**config.mk**
```make
export PLATFORM = sky130hd
export DESIGN_NAME = fwd_hazard_ctrl
export DESIGN_NICKNAME = d
export VERILOG_FILES = /design/src/rtl/fwd_hazard_ctrl.sv
export SDC_FILE = /design/constraint.sdc
export NUM_CORES = 1
export LEC_CHECK = 0
export BUFFER_PORTS_ARGS = -buffer_cell sky130_fd_sc_hd__buf_2
export CORE_ASPECT_RATIO = 1.25
export CORE_MARGIN = 2
export CORE_UTILIZATION = 50
export DETAILED_ROUTE_END_ITERATION = 10
export PLACE_DENSITY = 0.8
export SYNTH_ARGS = -nofsm -noshare
export SYNTH_HDL_FRONTEND = slang
export SYNTH_SLANG_ARGS = --single-unit
```
**constraint.sdc**
```tcl
create_clock -name clk -period 5.8 [get_ports clk]
set_clock_uncertainty 0.2 [all_clocks]
set_input_delay 0 -clock clk [delete_from_list [all_inputs] [get_ports clk]]
set_output_delay 0 -clock clk [all_outputs]
set_load 0.05 [all_outputs]
```
**src/rtl/fwd_hazard_ctrl.sv**
```systemverilog
// Forwarding and load-use hazard controller between ID and EX.
// Shadows EX/MEM occupants and emits registered ALU operand mux selects.
module fwd_hazard_ctrl #(
  parameter int REG_ADDR_W = 5,
  parameter bit FWD_R0     = 1'b0
) (
  input  logic                  clk,
  input  logic                  rst,
  input  logic                  ext_stall,
  input  logic                  flush,
  input  logic                  id_valid,
  input  logic [REG_ADDR_W-1:0] id_rs,
  input  logic [REG_ADDR_W-1:0] id_rt,
  input  logic                  id_use_rs,
  input  logic                  id_use_rt,
  input  logic [REG_ADDR_W-1:0] id_dest,
  input  logic                  id_regwrite,
  input  logic                  id_memread,
  output logic                  stall_id,
  output logic                  ex_valid,
  output logic [1:0]            fwd_a_sel,
  output logic [1:0]            fwd_b_sel
);

  typedef logic [REG_ADDR_W-1:0] reg_t;

  localparam logic [1:0] SEL_RF  = 2'b00;
  localparam logic [1:0] SEL_EXM = 2'b01;
  localparam logic [1:0] SEL_MWB = 2'b10;

  logic exs_valid;
  reg_t exs_dest;
  logic exs_regwrite;
  logic exs_memread;

  logic mems_valid;
  reg_t mems_dest;
  logic mems_regwrite;

  logic ex_hit_rs;
  logic ex_hit_rt;
  logic mem_hit_rs;
  logic mem_hit_rt;
  logic lu;
  logic [1:0] sel_a;
  logic [1:0] sel_b;

  // Register 0 is hard-wired unless forwarding of it is enabled.
  function automatic logic hit(
    input reg_t src,
    input logic rd,
    input logic v,
    input reg_t d,
    input logic rw
  );
    return rd && v && rw && (d == src) && (FWD_R0 || (src != '0));
  endfunction

  // Producer matches and the load-use condition against pre-edge shadows.
  always_comb begin
    ex_hit_rs  = hit(id_rs, id_use_rs, exs_valid, exs_dest, exs_regwrite);
    ex_hit_rt  = hit(id_rt, id_use_rt, exs_valid, exs_dest, exs_regwrite);
    mem_hit_rs = hit(id_rs, id_use_rs, mems_valid, mems_dest, mems_regwrite);
    mem_hit_rt = hit(id_rt, id_use_rt, mems_valid, mems_dest, mems_regwrite);
    lu = id_valid && exs_valid && exs_memread && (ex_hit_rs || ex_hit_rt);
    stall_id = !rst && (ext_stall || (lu && !flush));
  end

  // Newest producer wins; idle ID slot reads the register file.
  always_comb begin
    sel_a = SEL_RF;
    sel_b = SEL_RF;
    if (id_valid) begin
      if (ex_hit_rs)       sel_a = SEL_EXM;
      else if (mem_hit_rs) sel_a = SEL_MWB;
      if (ex_hit_rt)       sel_b = SEL_EXM;
      else if (mem_hit_rt) sel_b = SEL_MWB;
    end
  end

  // Shadow pipeline advance with rst > ext_stall > flush/load-use > normal.
  always_ff @(posedge clk) begin
    if (rst) begin
      exs_valid     <= 1'b0;
      exs_dest      <= '0;
      exs_regwrite  <= 1'b0;
      exs_memread   <= 1'b0;
      mems_valid    <= 1'b0;
      mems_dest     <= '0;
      mems_regwrite <= 1'b0;
      ex_valid      <= 1'b0;
      fwd_a_sel     <= SEL_RF;
      fwd_b_sel     <= SEL_RF;
    end else if (!ext_stall) begin
      mems_valid    <= exs_valid;
      mems_dest     <= exs_dest;
      mems_regwrite <= exs_regwrite;
      if (flush || lu) begin
        exs_valid    <= 1'b0;
        exs_regwrite <= 1'b0;
        exs_memread  <= 1'b0;
        ex_valid     <= 1'b0;
        fwd_a_sel    <= SEL_RF;
        fwd_b_sel    <= SEL_RF;
      end else begin
        exs_valid    <= id_valid;
        exs_dest     <= id_dest;
        exs_regwrite <= id_regwrite;
        exs_memread  <= id_memread;
        ex_valid     <= id_valid;
        fwd_a_sel    <= sel_a;
        fwd_b_sel    <= sel_b;
      end
    end
  end

endmodule

```
After elaboration in Yosys (flattened, before gate mapping)
Index checks and enable logic that the tools add are counted.

Eq/ne operators: 4. Multiplexer cells: 11. Bitwise gates (word level): 2. Reductions and logical operators: 29.

Operators by type and width (number): $logic_and 1x1->1 (21); $eq 5x5->1 (4); $mux 2 (8); $reduce_bool 5->1 (2); $logic_or 1x1->1 (3); $mux 1 (3); $logic_not 1->1 (2); $not 1->1 (2); $reduce_and 2->1 (1).

Bits in registers: 19. Input bits: 24. Output and inout port bits: 6. Word-level logic and storage cells: 55.

Depth between registers and ports, before layout
Gate-level depths: netlist (run 1).

Depth after elaboration: 9. Mapped depth: 6. Gate-level depth less buffers: 5.

Worst setup path after synthesis (run 1)
OpenSTA, ideal clock, no wires.

Path type: reg2reg. Start point: reg exs_valid. End point: reg exs_dest[0]. Setup time: 0.122 ns. Data arrival time: 1.745 ns. Data required time: 5.478 ns. Setup slack: 3.733 ns. Cell stages (with the launch flop): 6. Buffers on the path: 1. Period minus slack after synthesis: 2.067 ns. Cells stage by stage: dfxtp_1 nand3_1 or3_4 buf_8 and4_1 a311o_1.

Longest elaborated chain between the ends: 9. Elaborated cells between the ends (all ways): 15. Those cells by class: bitwise (1); reduce/logical (14).

Ends and longest elaborated chain: from (decl) (line 31) `logic exs_valid;`; from (signal assigned) (line 106) `exs_valid <= id_valid;`; $logic_and 1x1->1 (4 in series) (line 56) `return rd && v && rw && (d == src) && (FWD_R0 || (src != '0));`; $logic_or 1x1->1 (line 65) `lu = id_valid && exs_valid && exs_memread && (ex_hit_rs || ex_hit_rt);`; $logic_and 1x1->1 * (line 65); $logic_or 1x1->1 * (line 98) `if (flush || lu) begin`; $not 1->1 (no source line) *; $reduce_and 2->1 (no source line) *; to (signal assigned) (line 107) `exs_dest <= id_dest;`; to (decl) (line 32) `reg_t exs_dest;`.

Mark *: on every way between the ends. The rest lies on a longest branch, timed or not. A chain may end at the register's enable or synchronous reset.

==> results.py, run 1 <==
metrics = {
    "cts": {
        "root_buffer": "clkbuf_4",
        "cts_buffers": 3,
        "cts_tree": "yes",
        "path_clk_slew_ns": 0.11,
        "clk_latency_ns": 0.29,
        "cts_setup_buffers": 0,
        "cts.sinks": 19,
        "cts_htree_levels": 1,
        "cts_buffer_depth": 2,
    },
    "grt": {
        "grt.total_usage": 0.251,
        "grt_max_degree": 17,
        "grt_pass1_wl_um": 4860,
        "antenna_found_initial": 0,
        "grt_pass1_vias": 1157,
        "grt_overflow": 0,
    },
    "timing": {
        "rsz0062_at_grt": "no",
        "timing.final.crit_share": 0.470,
        "setup_violations": 0,
        "hold_viol_final": 0,
        "relSlewSlack": 0.444,
        "tightest_slew_ns": 0.827,
        "slew_violations": 0,
        "finalSetupTns_ns": 0,
        "timing.fmax_ghz": 0.367,
        "period_needed_ns": 2.73,
    },
    "routing": {
        "drc_errors": 0,
        "wl_um": 2900,
        "routed-via-count": 1139,
        "avgViaCountPerCell": 5.53,
        "wire_per_inst_um": 14.1,
        "first_iter_violations": 28,
        "postRouteAntennaNets": 0,
        "firstDrtPassIters": 4,
    },
    "floorplan": {
        "core.rowCount": 19,
        "die_area_sq_mm": 0.00263,
        "die_x_um": 46.3,
        "die_h_um": 56.9,
        "start_util": 0.516,
        "core_sq_mm": 0.00216,
        "ios": 30,
    },
    "logic_synthesis": {
        "postSynthCellCount": 129,
        "ys_warn_count": 0,
        "syn_area_per_cell_sq_um": 8.66,
        "synth.area.top_cells": "dfxtp_1 34%, xnor2_1 10%, mux2i_1 6.3%",
        "syn_area_sq_mm": 0.00112,
        "syn_nets": 153,
        "ys_ff_latch": 19,
        "synth_top_area_share": 0.340,
        "synth-seq-area-share": 0.340,
        "synth_cell_types": 28,
        "synth_top_area_cell": "dfxtp_1",
    },
    "worst_setup_path": {
        "startpoint_type": "input port",
        "critical_path_class": "input port to register",
        "worstPathRequired_ns": 5.84,
        "cp-end-kind": "register",
        "path_max_fanout": 11,
        "reg2regPathDepth": 6,
        "cp.arrival_ns": 2.76,
    },
    "finish": {
        "diodes": 0,
        "final_cell_mix": "29 x buf_2, 19 x dfxtp_1, 19 x dlygate4sd3_1",
        "syn_to_final_growth_pct": 32.1,
        "fin_cells": 206,
        "final_common_cell": "buf_2",
        "fill_cells": 177,
        "drive_gt1_frac": 0.229,
        "nets": 200,
        "finish.utilization": 0.682,
    },
    "hold_path": {
        "hold_class": "input port to register",
        "holdPathStages": 6,
    },
    "power": {
        "power_density_mw_per_mm2": 181,
        "ir_worst_vdd_uv": 197,
        "power.leakage_nw": 0.595,
    },
    "status": {
        "status": "completed",
    },
    "placed_design": {
        "dpl.hpwl_um": 2060,
        "port_buffers": 29,
        "gp_congestion": 0.914,
        "dp_cells": 183,
    },
    "run": {
        "maxCapViolCount": 0,
    },
}
## worst paths after layout
path	endpoint	slack [ns]	start
max	fwd_b_sel[1]	3.07	ext_stall
min	fwd_a_sel[1]	0.04	id_rs[4]
min reg2reg	fwd_a_sel[0]	0.26	fwd_a_sel[0]
max reg2reg	fwd_b_sel[1]	3.35	exs_dest[1]
## worst max-delay path: stages
cell and delay [ns]:
dlygate4sd3_1 0.55, buf_2 0.22, nor3_1 0.72, nand4_1 0.21, nor3_1 0.23, o2111ai_1 0.13, o21ai_0 0.14, dlygate4sd3_1 0.55
## cells by family after synthesis
group                  Yosys count  share of synthesized area
XOR/XNOR                        20                      0.157
multiplexers                     7                     0.0627
AO/OA/AOI/OAI                   23                      0.141
buffers and inverters            6                     0.0369
flip-flops                      19                      0.340
AND/OR/NAND/NOR                 54                      0.262
## cell usage after synthesis (all sizes together)
master and instances:
nor2b 1, o21ai 9, nor3 4, nand4 3, nor2 9, or2 1
dfxtp 19, or4 2, a311o 5, o2111ai 1, mux2i 7, and4 5
a21oi 6, or3 2, o211ai 1, xnor2 13, nand2 16, nor4 1
buf 3, clkbuf 3, xor2 7, nand3 10, a21o 1
## through the flow
stage                     worst slack (ns)  instance area [sq um]  hold slack (ns)  power (mW)
after floorplan                       3.73                   1120          -0.0601       0.175
after global placement                3.72                   1260           0.0586       0.193
after detailed placement              3.68                   1260           0.0657       0.194
after CTS                             3.14                   1480           0.0210       0.269
after global routing                  2.86                   1480           0.0756       0.280
final                                 3.07                   1480           0.0433       0.268
## where the power goes
part	leakage, nW	internal, mW	switching [mW]	total, mW
sequential	0.155	0.136	0.00749	0.143
clock	0.0150	0.0267	0.0402	0.0670
combinational	0.425	0.0306	0.0267	0.0573
## registers in the layout, indices dropped and copies added (netlist names)
name,count
fwd_b_sel,2
mems_valid,1
exs_valid,1
exs_memread,1
mems_regwrite,1
fwd_a_sel,2
exs_dest,5
exs_regwrite,1
mems_dest,5
## routing by layer
| metal | up-vias | global-route usage | share of wire |
|---|---|---|---|
| met5 | - | 0 | 0 |
| met4 | 0 | 0.135 | 0.029 |
| met3 | 10 | 0.0322 | 0.040 |
| met2 | 42 | 0.421 | 0.53 |
| met1 | 526 | 0.292 | 0.40 |
| li1 | 561 | - | - |
## final cells by class
type | count | area, sq um | share of cell area
well taps | 31 | 38.8 | 0.0263
repair buffers | 48 | 335 | 0.227
clock buffers | 4 | 26.3 | 0.0178
flip-flops and latches | 19 | 380 | 0.258
multi-input cells | 104 | 696 | 0.471
## repair_timing
item / CTS / global route
hold buffers: 19 / 0
endpoints found under the hold margin: 19 / 0
resized for setup: 0 / 0
No activity file was read; power rests on OpenSTA's default activity.
==> inputs of run 2 (changes only) <==
==> constraint.sdc (replaced) <==
create_clock -name clk -period 2.6 [get_ports clk]
set_clock_uncertainty 0.2 [all_clocks]
set_input_delay 0 -clock clk [delete_from_list [all_inputs] [get_ports clk]]
set_output_delay 0 -clock clk [all_outputs]
set_load 0.05 [all_outputs]
==> results.py, run 2 (synthesis results as in run 1) <==
metrics = {
    "cts": {
        "cts.sinks": 19,
        "cts_buffers": 3,
        "clk_latency_ns": 0.29,
        "cts_setup_buffers": 0,
        "ctsHoldBuffers": 17,
        "cts_tree": "yes",
        "cts_htree_levels": 1,
        "path_clk_slew_ns": 0.11,
        "cts_resized": 0,
        "cts_buffer_depth": 2,
        "root_buffer": "clkbuf_4",
    },
    "run": {
        "maxCapViolCount": 0,
    },
    "timing": {
        "timing.fmax_ghz": 0.436,
        "period_needed_ns": 2.29,
        "rsz0062_at_grt": "no",
        "tightest_slew_ns": 0.615,
        "slew_violations": 0,
        "relSlewSlack": 0.589,
        "worst_slack_ns": 0.306,
        "finalSetupTns_ns": 0,
        "hold_viol_final": 1,
        "setup_violations": 0,
        "hold_ws_ns": -0.00194,
        "timing.final.crit_share": 0.882,
    },
    "power": {
        "power.leakage_nw": 0.597,
        "switching_share": 0.283,
        "power_frac_seq": 0.534,
        "intPower_uw": 429,
        "p_clk_frac": 0.253,
        "p_comb_frac": 0.212,
        "ir_worst_vdd_uv": 346,
        "power_density_mw_per_mm2": 408,
        "p_total_uw": 598,
        "netSwitchingPower_uw": 170,
    },
    "grt": {
        "grt_overflow": 0,
        "grt_max_degree": 17,
        "antenna_found_initial": 0,
        "grt_pass1_vias": 1128,
        "grt_pass1_wl_um": 4870,
        "grt.total_usage": 0.249,
    },
    "finish": {
        "fin_cells": 205,
        "multiInputGateArea_sq_um": 696,
        "diodes": 0,
        "regArea_sq_um": 380,
        "syn_to_final_growth_pct": 31.1,
        "fill_cells": 166,
        "drive_gt1_frac": 0.241,
        "final_cell_mix": "29 x buf_2, 19 x dfxtp_1, 17 x dlygate4sd3_1",
        "final_common_cell": "buf_2",
        "nets": 199,
        "largestRegisters": "exs_dest: 5 flops, mems_dest: 5 flops",
    },
    "placed_design": {
        "port_buffers": 29,
        "dpl.hpwl_um": 2150,
        "dp_cells": 184,
        "detailedPlace.worstSlack_ns": 0.487,
        "gp_congestion": 0.891,
    },
    "worst_setup_path": {
        "critical_path_class": "register to output pin",
        "cp-end-kind": "output pin",
        "r2r-start": "exs_dest[4]",
        "startpoint_type": "register",
        "path_max_fanout": 10,
        "worstReg2RegEnd": "exs_dest[0]",
        "cp.arrival_ns": 2.09,
        "worstPathRequired_ns": 2.40,
        "reg2regPathDepth": 5,
        "ff2ff_setup_slack_ns": 0.46,
    },
    "hold_path": {
        "min_to": "exs_valid",
        "holdPathStages": 5,
        "hp-start": "flush",
        "hold_class": "input port to register",
    },
    "floorplan": {
        "start_util": 0.516,
        "core.rowCount": 19,
        "ios": 30,
        "core_sq_mm": 0.00216,
        "die_x_um": 46.3,
        "die_area_sq_mm": 0.00263,
        "die_h_um": 56.9,
    },
    "status": {
        "violations": "negative hold slack",
        "status": "complete, but fails checks",
    },
    "routing": {
        "firstDrtPassIters": 4,
        "avgViaCountPerCell": 5.65,
        "wl_um": 2930,
        "drc_errors": 0,
        "postRouteAntennaNets": 0,
        "wire_per_inst_um": 14.3,
        "routed-via-count": 1159,
        "first_iter_violations": 27,
    },
}
[run 2: cell count changes in the layout (fill, tap and decap cells not counted), sizes merged]
cell         before  now
dlygate4sd3      19   17
buf              29   30
clkbuf            4    3
clkinv            0    1
[run 2: worst max-delay path by stage]
stage	from	to	slack, ns	cells after the start
CTS	exs_dest[2]	stall_id	0.31	6
global placement	exs_dest[4]	exs_dest[2]	0.55	5
floorplan	exs_valid	exs_dest[0]	0.53	5
global route	exs_dest[4]	stall_id	0.21	6
detailed placement	exs_dest[2]	exs_dest[0]	0.49	5
finish	exs_dest[4]	stall_id	0.31	6
[run 2: stage by stage]
step	util	instance area, sq um	hold slack, ns
2_1_floorplan	-	1120	-0.0601
3_3_place_gp	0.586	1270	0.0533
3_5_place_dp	0.586	1270	0.0632
4_1_cts	0.677	1470	0.00262
5_1_grt	0.677	1470	0.0119
6_report	0.677	1470	-0.00194
[run 2: power by group through the flow]
stage / Combinational (mW) / Sequential, mW / Clock, mW
6_report: 0.127 / 0.320 / 0.151
5_1_grt: 0.138 / 0.322 / 0.165
4_1_cts: 0.126 / 0.319 / 0.151
3_5_place_dp: 0.107 / 0.326 / 0
3_3_place_gp: 0.104 / 0.325 / 0
2_1_floorplan: 0.0656 / 0.324 / 0
[run 2: final cells by class]
cell class / count / area share
clock buffers: 3 / 0.0154
clock inverters: 1 / 0.00342
multi-input cells: 104 / 0.475
flip-flops and latches: 19 / 0.260
well taps: 31 / 0.0265
repair buffers: 47 / 0.220
[run 2: critical path, cell delays in order (launching register included)]
cell	delay, ns
dfxtp_1	0.47
xnor2_1	0.16
nand4_1	0.10
or3_1	0.53
nand2_4	0.16
a21o_2	0.13
buf_2	0.25
[run 2: routing by layer]
metal | routed length, um | up-vias | GRT usage
li1 | - | 557 | -
met1 | 1180 | 548 | 0.293
met2 | 1540 | 48 | 0.429
met3 | 153 | 6 | 0.0322
met4 | 52 | 0 | 0.102
met5 | 0 | - | 0
